<file path="config.mk">
export PLATFORM = sky130hd
export DESIGN_NAME = ascon_stream_ctrl
export DESIGN_NICKNAME = d
export VERILOG_FILES = /design/src/rtl/ascon_stream_ctrl.sv
export SDC_FILE = /design/constraint.sdc
export NUM_CORES = 2
export LEC_CHECK = 0
export BUFFER_PORTS_ARGS = -buffer_cell sky130_fd_sc_hd__clkbuf_2
export CAP_MARGIN = 15
export CORE_MARGIN = 3
export CORE_UTILIZATION = 55
export CTS_CLUSTER_DIAMETER = 150
export DETAILED_ROUTE_END_ITERATION = 6
export PLACE_DENSITY_LB_ADDON = 0.08
export SLEW_MARGIN = 10
export SYNTH_ARGS = -nofsm -noshare
export SYNTH_HDL_FRONTEND = slang
export SYNTH_SLANG_ARGS = --single-unit
</file>
<file path="constraint.sdc">
create_clock -name clk -period 23.1 [get_ports clk]
set_input_delay 1.155 -clock clk [delete_from_list [all_inputs] [get_ports clk]]
set_output_delay 1.155 -clock clk [all_outputs]
set_load 0.01 [all_outputs]
</file>
<file path="src/rtl/ascon_stream_ctrl.sv">
// Byte-stream front end for the Ascon AEAD core: loads key, nonce, AD, data and
// (on decrypt) the expected tag over a byte port, runs the core's two-pulse start
// handshake, checks the tag on decrypt and streams the results back out.
module ascon_stream_ctrl #(
    parameter int unsigned K = 128,
    parameter int unsigned L = 40,
    parameter int unsigned Y = 40,
    // Zero-length fields still need a legal vector; the extra bit is tied to 0.
    localparam int unsigned LW = (L > 0) ? L : 1,
    localparam int unsigned YW = (Y > 0) ? Y : 1
) (
    input  logic          clk,
    input  logic          rst,
    input  logic          cmd_valid,
    input  logic          cmd_decrypt,
    output logic          cmd_ready,
    input  logic [7:0]    in_data,
    input  logic          in_valid,
    output logic          in_ready,
    output logic [7:0]    out_data,
    output logic          out_valid,
    input  logic          out_ready,
    output logic          tag_ok,
    output logic          busy,
    output logic [K-1:0]  core_key,
    output logic [127:0]  core_nonce,
    output logic [LW-1:0] core_ad,
    output logic [YW-1:0] core_din,
    output logic          core_decrypt,
    output logic          core_start,
    input  logic [YW-1:0] core_dout,
    input  logic [127:0]  core_tag,
    input  logic          core_ready
);

    localparam int unsigned KB     = K / 8;
    localparam int unsigned DB     = Y / 8;
    localparam int unsigned LdEnc  = KB + 16 + L / 8 + DB;
    localparam int unsigned LdDec  = LdEnc + 16;
    localparam int unsigned LdBits = 8 * LdDec;
    localparam int unsigned CW     = $clog2(LdDec + 1);
    localparam int unsigned IW     = $clog2(LdBits);
    // Send frame: status/data/tag bytes, MSB-first, shifted out of the top.
    localparam int unsigned SW     = Y + 136;

    typedef enum logic [2:0] {StIdle, StLoad, StStart, StWait, StRelease, StSend} state_e;

    state_e             state_q, state_d;
    logic [CW-1:0]      cnt_q, cnt_d;
    logic               dec_q;
    logic               tag_ok_q;
    logic [LdBits-1:0]  load_q;
    logic [SW-1:0]      sbuf_q;
    logic [IW-1:0]      wr_lsb;
    logic [CW-1:0]      ld_last, send_last;
    logic [SW-1:0]      enc_frame, pass_frame;
    logic               capture, tag_match;

    // Load buffer layout, top down: key, nonce, AD, data, expected tag.
    assign core_key     = load_q[256+Y+L +: K];
    assign core_nonce   = load_q[128+Y+L +: 128];
    assign core_decrypt = dec_q;
    assign tag_match    = (core_tag == load_q[127:0]);
    assign capture      = (state_q == StWait) && core_ready;

    if (L > 0) begin : g_ad
        assign core_ad = load_q[128+Y +: L];
    end else begin : g_no_ad
        assign core_ad = '0;
    end

    if (Y > 0) begin : g_data
        assign core_din   = load_q[128 +: Y];
        assign enc_frame  = {core_dout, core_tag, 8'h00};
        assign pass_frame = {8'h01, core_dout, 128'h0};
    end else begin : g_no_data
        assign core_din   = '0;
        assign enc_frame  = {core_tag, 8'h00};
        assign pass_frame = {8'h01, 128'h0};
    end

    // Byte position in the load buffer and last-byte indices for LOAD and SEND
    always_comb begin
        wr_lsb    = IW'(LdBits - 8) - IW'({cnt_q, 3'b000});
        ld_last   = dec_q ? CW'(LdDec - 1) : CW'(LdEnc - 1);
        send_last = '0;
        if (!dec_q) begin
            send_last = CW'(DB + 15);
        end else if (tag_ok_q) begin
            send_last = CW'(DB);
        end
    end

    // Next-state and byte counter; the counter restarts at 0 on every state entry
    always_comb begin
        state_d = state_q;
        cnt_d   = cnt_q;
        unique case (state_q)
            StIdle: begin
                if (cmd_valid) begin
                    state_d = StLoad;
                    cnt_d   = '0;
                end
            end
            StLoad: begin
                if (in_valid) begin
                    if (cnt_q == ld_last) begin
                        state_d = StStart;
                        cnt_d   = '0;
                    end else begin
                        cnt_d = cnt_q + CW'(1);
                    end
                end
            end
            StStart:   state_d = StWait;
            StWait:    if (core_ready) state_d = StRelease;
            StRelease: state_d = StSend;
            StSend: begin
                if (out_ready) begin
                    if (cnt_q == send_last) begin
                        state_d = StIdle;
                        cnt_d   = '0;
                    end else begin
                        cnt_d = cnt_q + CW'(1);
                    end
                end
            end
            default: state_d = StIdle;
        endcase
    end

    // State, counter, latched mode and tag verdict
    always_ff @(posedge clk or posedge rst) begin
        if (rst) begin
            state_q  <= StIdle;
            cnt_q    <= '0;
            dec_q    <= 1'b0;
            tag_ok_q <= 1'b0;
        end else begin
            state_q <= state_d;
            cnt_q   <= cnt_d;
            if (state_q == StIdle && cmd_valid) begin
                dec_q    <= cmd_decrypt;
                tag_ok_q <= 1'b0;
            end
            if (capture && dec_q) begin
                tag_ok_q <= tag_match;
            end
        end
    end

    // Holding registers filled byte by byte, first byte of a field at its MSB
    always_ff @(posedge clk or posedge rst) begin
        if (rst) begin
            load_q <= '0;
        end else if (state_q == StLoad && in_valid) begin
            load_q[wr_lsb +: 8] <= in_data;
        end
    end

    // Result frame: captured once from the core, then shifted out a byte per transfer.
    // A failed tag captures all zeros so plaintext never reaches the output.
    always_ff @(posedge clk or posedge rst) begin
        if (rst) begin
            sbuf_q <= '0;
        end else if (capture) begin
            if (!dec_q) begin
                sbuf_q <= enc_frame;
            end else if (tag_match) begin
                sbuf_q <= pass_frame;
            end else begin
                sbuf_q <= '0;
            end
        end else if (state_q == StSend && out_ready) begin
            sbuf_q <= {sbuf_q[SW-9:0], 8'h00};
        end
    end

    assign cmd_ready  = (state_q == StIdle);
    assign busy       = (state_q != StIdle);
    assign in_ready   = (state_q == StLoad);
    assign out_valid  = (state_q == StSend);
    assign core_start = (state_q == StStart) || (state_q == StRelease);
    assign out_data   = sbuf_q[SW-1 -: 8];
    assign tag_ok     = tag_ok_q;

endmodule

</file>
# Word level (Yosys, flattened, before mapping)
# Index checks and enable logic that the tools add are counted.
# word_totals
latchBits	0
word_cells	61
regBits	651
rom_bits	0
n_memories	0
input_bits	183
mem_bits_rw	0
# classes
reduce_logical	13
magnitude_cmp	0
bitwise	0
multipliers	0
div_mod_pow	0
n_mux	23
eq_ne	14
shifts	2
addsub	3
# ops
op	count
$mux W176	3
$bwmux W464	1
$shift A8 B11 Y464 const A	1
$shiftx A8 B11 Y464	1
$mux W169	1
$eq A128 B128 Y1	1
$mux W6	5
$mux W3	7
$pmux W3 S6	1
$pmux W6 S3	1
$eq A6 B6 Y1	2
$neg A9 Y11	1
$mux W5	2
$sub A9 B9 Y9 const A	1
$add A6 B1 Y6 const B	1
$eq A3 B2 Y1 const B	2
$eq A3 B3 Y1 const B	2
$ne A2 B1 Y1 const B	3
$ne A2 B2 Y1 const B	3
$reduce_and A6 Y1	1
$reduce_bool A3 Y1	2
$logic_and A1 B1 Y1	5
$reduce_and A4 Y1	1
$reduce_bool A2 Y1	2
4 further kinds	5

# Depth between registers and ports, before layout
# logic_depth
depth_word	6
ltp_mapped	12
mapped_depth_nobuf	8

# Worst setup path after synthesis
# OpenSTA, ideal clock, no wires.
# synth_path
path_kind	register to register
from	register cnt_q[1]
to	register load_q[0]
path_slack_ns	20.390
arrival_ns	2.585
path_stages_with_launch	9
required_time_ns	22.975
n_path_buf	2
synth_period_minus_slack_ns	2.710
path_cell_list	dfrtp_1 inv_1 ha_1 xor2_2 buf_2 nand3_4 or4_1 buf_4 mux2_4
# synth_between
elab_chain_len	4
word_cells_on_any_way	5
cone_classes	add/sub (2); shift (2); mux (1)
# synth_lines
item	line	rtl
from (decl)	49	logic [CW-1:0] cnt_q, cnt_d;
from (signal assigned)	141	cnt_q <= cnt_d;
$sub A9 B9 Y9 (*)	84	wr_lsb = IW'(LdBits - 8) - IW'({cnt_q, 3'b000});
$neg A9 Y11 (*)	157	load_q[wr_lsb +: 8] <= in_data;
$shiftx A8 B11 Y464 / $shift A8 B11 Y464 (equally long branches)	157	
$bwmux W464 (*)	157	
to (signal, indexed assignment)	157	
to (decl)	52	logic [LdBits-1:0] load_q;
# Every way passes the cells marked *; elsewhere a longest branch is shown, timed or not.
# A chain may end at the register's enable or synchronous reset.

==> impl_metrics.tcl <==
set metrics [dict create \
    outcome "finished clean" \
    cts_buffers 71 \
    htree_levels 3 \
    multi_input_area_sq_um 12400 \
    worstPathArrival_ns 5.44 \
    synth_top_family_by_area "multiplexers" \
    hold_buffers 0 \
    design.core.area_sq_um 57040 \
    synthSimpleGateAreaFrac 0.1226 \
    fillers 4857 \
    startpoint_type "input port" \
    first_pass_iters 5 \
    dieArea_sq_um 61220 \
    synthFlopType "dfrtp_1" \
    clk_pin_slew_ns 0.06 \
    cts_resized 0 \
    slew_headroom 0.2279 \
    maxCapViolCount 0 \
    dp_slack_ns 17.44 \
    drt_iter0_markers 1869 \
    synth_common_cells "dfrtp_1, mux2_2, buf_4" \
    synth_seq_cells 643 \
    grt_pass1_vias 22430 \
    synth_compound_area_frac 0.08032 \
    setup_viol 0 \
    place_inst 3762 \
    cp_max_fo 126 \
    end_kind "asynchronous set/reset pin" \
    syn_avg_cell_area_sq_um 10.79 \
    hp-class "reg2reg" \
    remaining_drc_errors 0 \
    rsz0062_at_grt "false" \
    grt_pass1_wl_um 144900 \
    insertion_delay_ns 0.61 \
    ir_drop_mv 0.07004 \
    yosysSeqAreaShare 0.5019 \
    synthDistinctLibCells 72 \
    setup_slack_ns 18.32 \
    synthMuxAreaShare 0.1431 \
    antenna_found_initial 6 \
    place_hpwl_um 71420 \
    die_height_um 247.4 \
    ys_top_cells_by_area "dfrtp_1, mux2_2, buf_4" \
    fmax_mhz 209.2 \
    num_vias 22600 \
    yosysTopAreaCell "dfrtp_1" \
    root_buffer "clkbuf_16" \
    fin_tns_setup_ns 0 \
    wire_per_inst_um 25.42 \
    yosysWarnings 0 \
    initial_utilization 0.5621 \
    synth_adder_area_share 0.002732 \
    async_flop_share 1.000 \
    overflow 0 \
    hold_violations 0 \
    grt_use_total 0.3196 \
    synth-edff-count 0 \
    synth_cells 2970 \
    final_cells 3897 \
    post-cts-setup-buffers 0 \
    wl_um 99040 \
    cts_tree "built" \
    max_slew.worst_pin.slew_ns 1.157 \
    slew_viol_final 0 \
    cp_data_required_time_ns 23.76 \
    dieWidth_um 247.4 \
    synth_xor_xnor_area_share 0.03766 \
    port_buffers 533 \
    finalCriticalPeriod_ns 4.781 \
    power.total_mw 3.582 \
    holdWs_ns 0.4749 \
    grt_max_degree 216 \
    p_leak_nw 17.60 \
    clock_skew_ns 0.01985 \
    finalCritPeriodShare 0.2070 \
    finalNetCount 3272 \
    power.density_nw_per_um2 102.7 \
    synth_most_common_cell "dfrtp_1" \
    vias_per_cell 5.799 \
    gp_congestion 0.9417 \
    area_growth_pct 8.754 \
    clock_sinks 643 \
    syn_nets 3160 \
    drtAntennaViolNets 0 \
    synth.cell_area_sq_um 32060 \
    synth_top_area_frac 0.5019 \
    drive_gt1_frac 0.3502 \
    seq_area_sq_um 16090 \
    rows 87 \
    ios 534 \
    critical_path_class "in2async" \
    clockBufferDepth 3 \
]
-- layer usage --
metal / global-route usage / up-vias / share of wire / routed length [um]
li1: - / 10090 / - / -
met1: 0.4373 / 11490 / 0.42 / 41450
met2: 0.5146 / 837 / 0.47 / 46940
met3: 0.05283 / 190 / 0.070 / 6947
met4: 0.1222 / 0 / 0.037 / 3710
met5: 0 / - / 0 / 0
-- per-stage QoR --
| stage | cell area, sq um | util |
|---|---|---|
| floorplan | 32060 | - |
| global placement | 32550 | 0.5706 |
| detailed placement | 32550 | 0.5706 |
| CTS | 34830 | 0.6106 |
| global route | 34860 | 0.6112 |
| finish | 34870 | 0.6113 |
-- worst paths after layout --
kind                              from     endpoint  slack [ns]  cells past startpoint
setup / recovery                   rst  load_q[285]       18.32                      6
hold / removal             load_q[184]  load_q[184]        0.47                      2
setup reg to reg              cnt_q[0]  load_q[325]       18.90                      5
max in group clk              cnt_q[0]  load_q[325]       18.90                      5
hold reg to reg            load_q[184]  load_q[184]        0.47                      2
min in group asynchronous          rst  load_q[258]        0.70                      2
-- state kept, by name, indices dropped and copies added, names as in the netlist --
register      count
load_q          464
sbuf_q          168
cnt_q             6
state_q           3
core_decrypt      1
tag_ok            1
-- cell usage in the layout (no fill, tap or decap), drive strengths merged, types with 4 or more instances in the layout --
| cell | synthesis | layout |
|---|---|---|
| ha | 7 | 7 |
| nand2b | 5 | 5 |
| nand4 | 20 | 20 |
| dfrtp | 643 | 643 |
| o2111ai | 5 | 5 |
| nor2b | 6 | 6 |
| nor2 | 115 | 115 |
| nor3 | 76 | 76 |
| mux2i | 19 | 19 |
| xnor2 | 13 | 13 |
| clkbuf | 133 | 644 |
| and3 | 48 | 48 |
| o41ai | 8 | 8 |
| nor3b | 123 | 123 |
| nand3 | 27 | 27 |
| a22o | 8 | 8 |
| clkinv | 0 | 12 |
| nand2 | 240 | 240 |
| diode | 0 | 6 |
| o21a | 4 | 4 |
| and2 | 16 | 16 |
| o21ai | 204 | 204 |
| nor4 | 31 | 31 |
| buf | 387 | 26 |
| xor2 | 121 | 121 |
| a21oi | 203 | 203 |
| inv | 66 | 68 |
| mux2 | 385 | 385 |
| o31ai | 20 | 20 |
-- power by group --
part           internal (mW)  leakage [nW]  switching (mW)  total [mW]
clock                  0.654          1.13           0.459        1.11
combinational          0.344          7.61           0.732        1.08
sequential              1.28          8.86           0.114        1.39
total                   2.28          17.6            1.30        3.58
-- layout make-up --
class / instances / area share
Tap cell: 756 / 0.02713
Timing Repair Buffer: 559 / 0.08246
Antenna cell: 6 / 0.0004306
Clock buffer: 111 / 0.06197
Sequential cell: 643 / 0.4616
Inverter: 66 / 0.007320
Multi-Input combinational cell: 1741 / 0.3556
Clock inverter: 15 / 0.003517
-- worst max-delay path: stages --
cell and delay (ns):
clkbuf_2 0.13, inv_8 0.56, buf_4 0.90, buf_4 0.90, buf_4 0.90, buf_4 0.71
-- logic make-up (layout without fill, tap and decap cells) --
logic type / count (synthesis) / count (layout)
DFF: 643 / 643
buffers and inverters: 586 / 751
xor gates and xnor gates: 134 / 134
adders and majority gates: 7 / 7
other: 0 / 6
and+or+nand+nor: 725 / 725
muxes: 404 / 404
AOI/OAI and AO/OA: 471 / 471
Power figures use the tool's default switching activity.
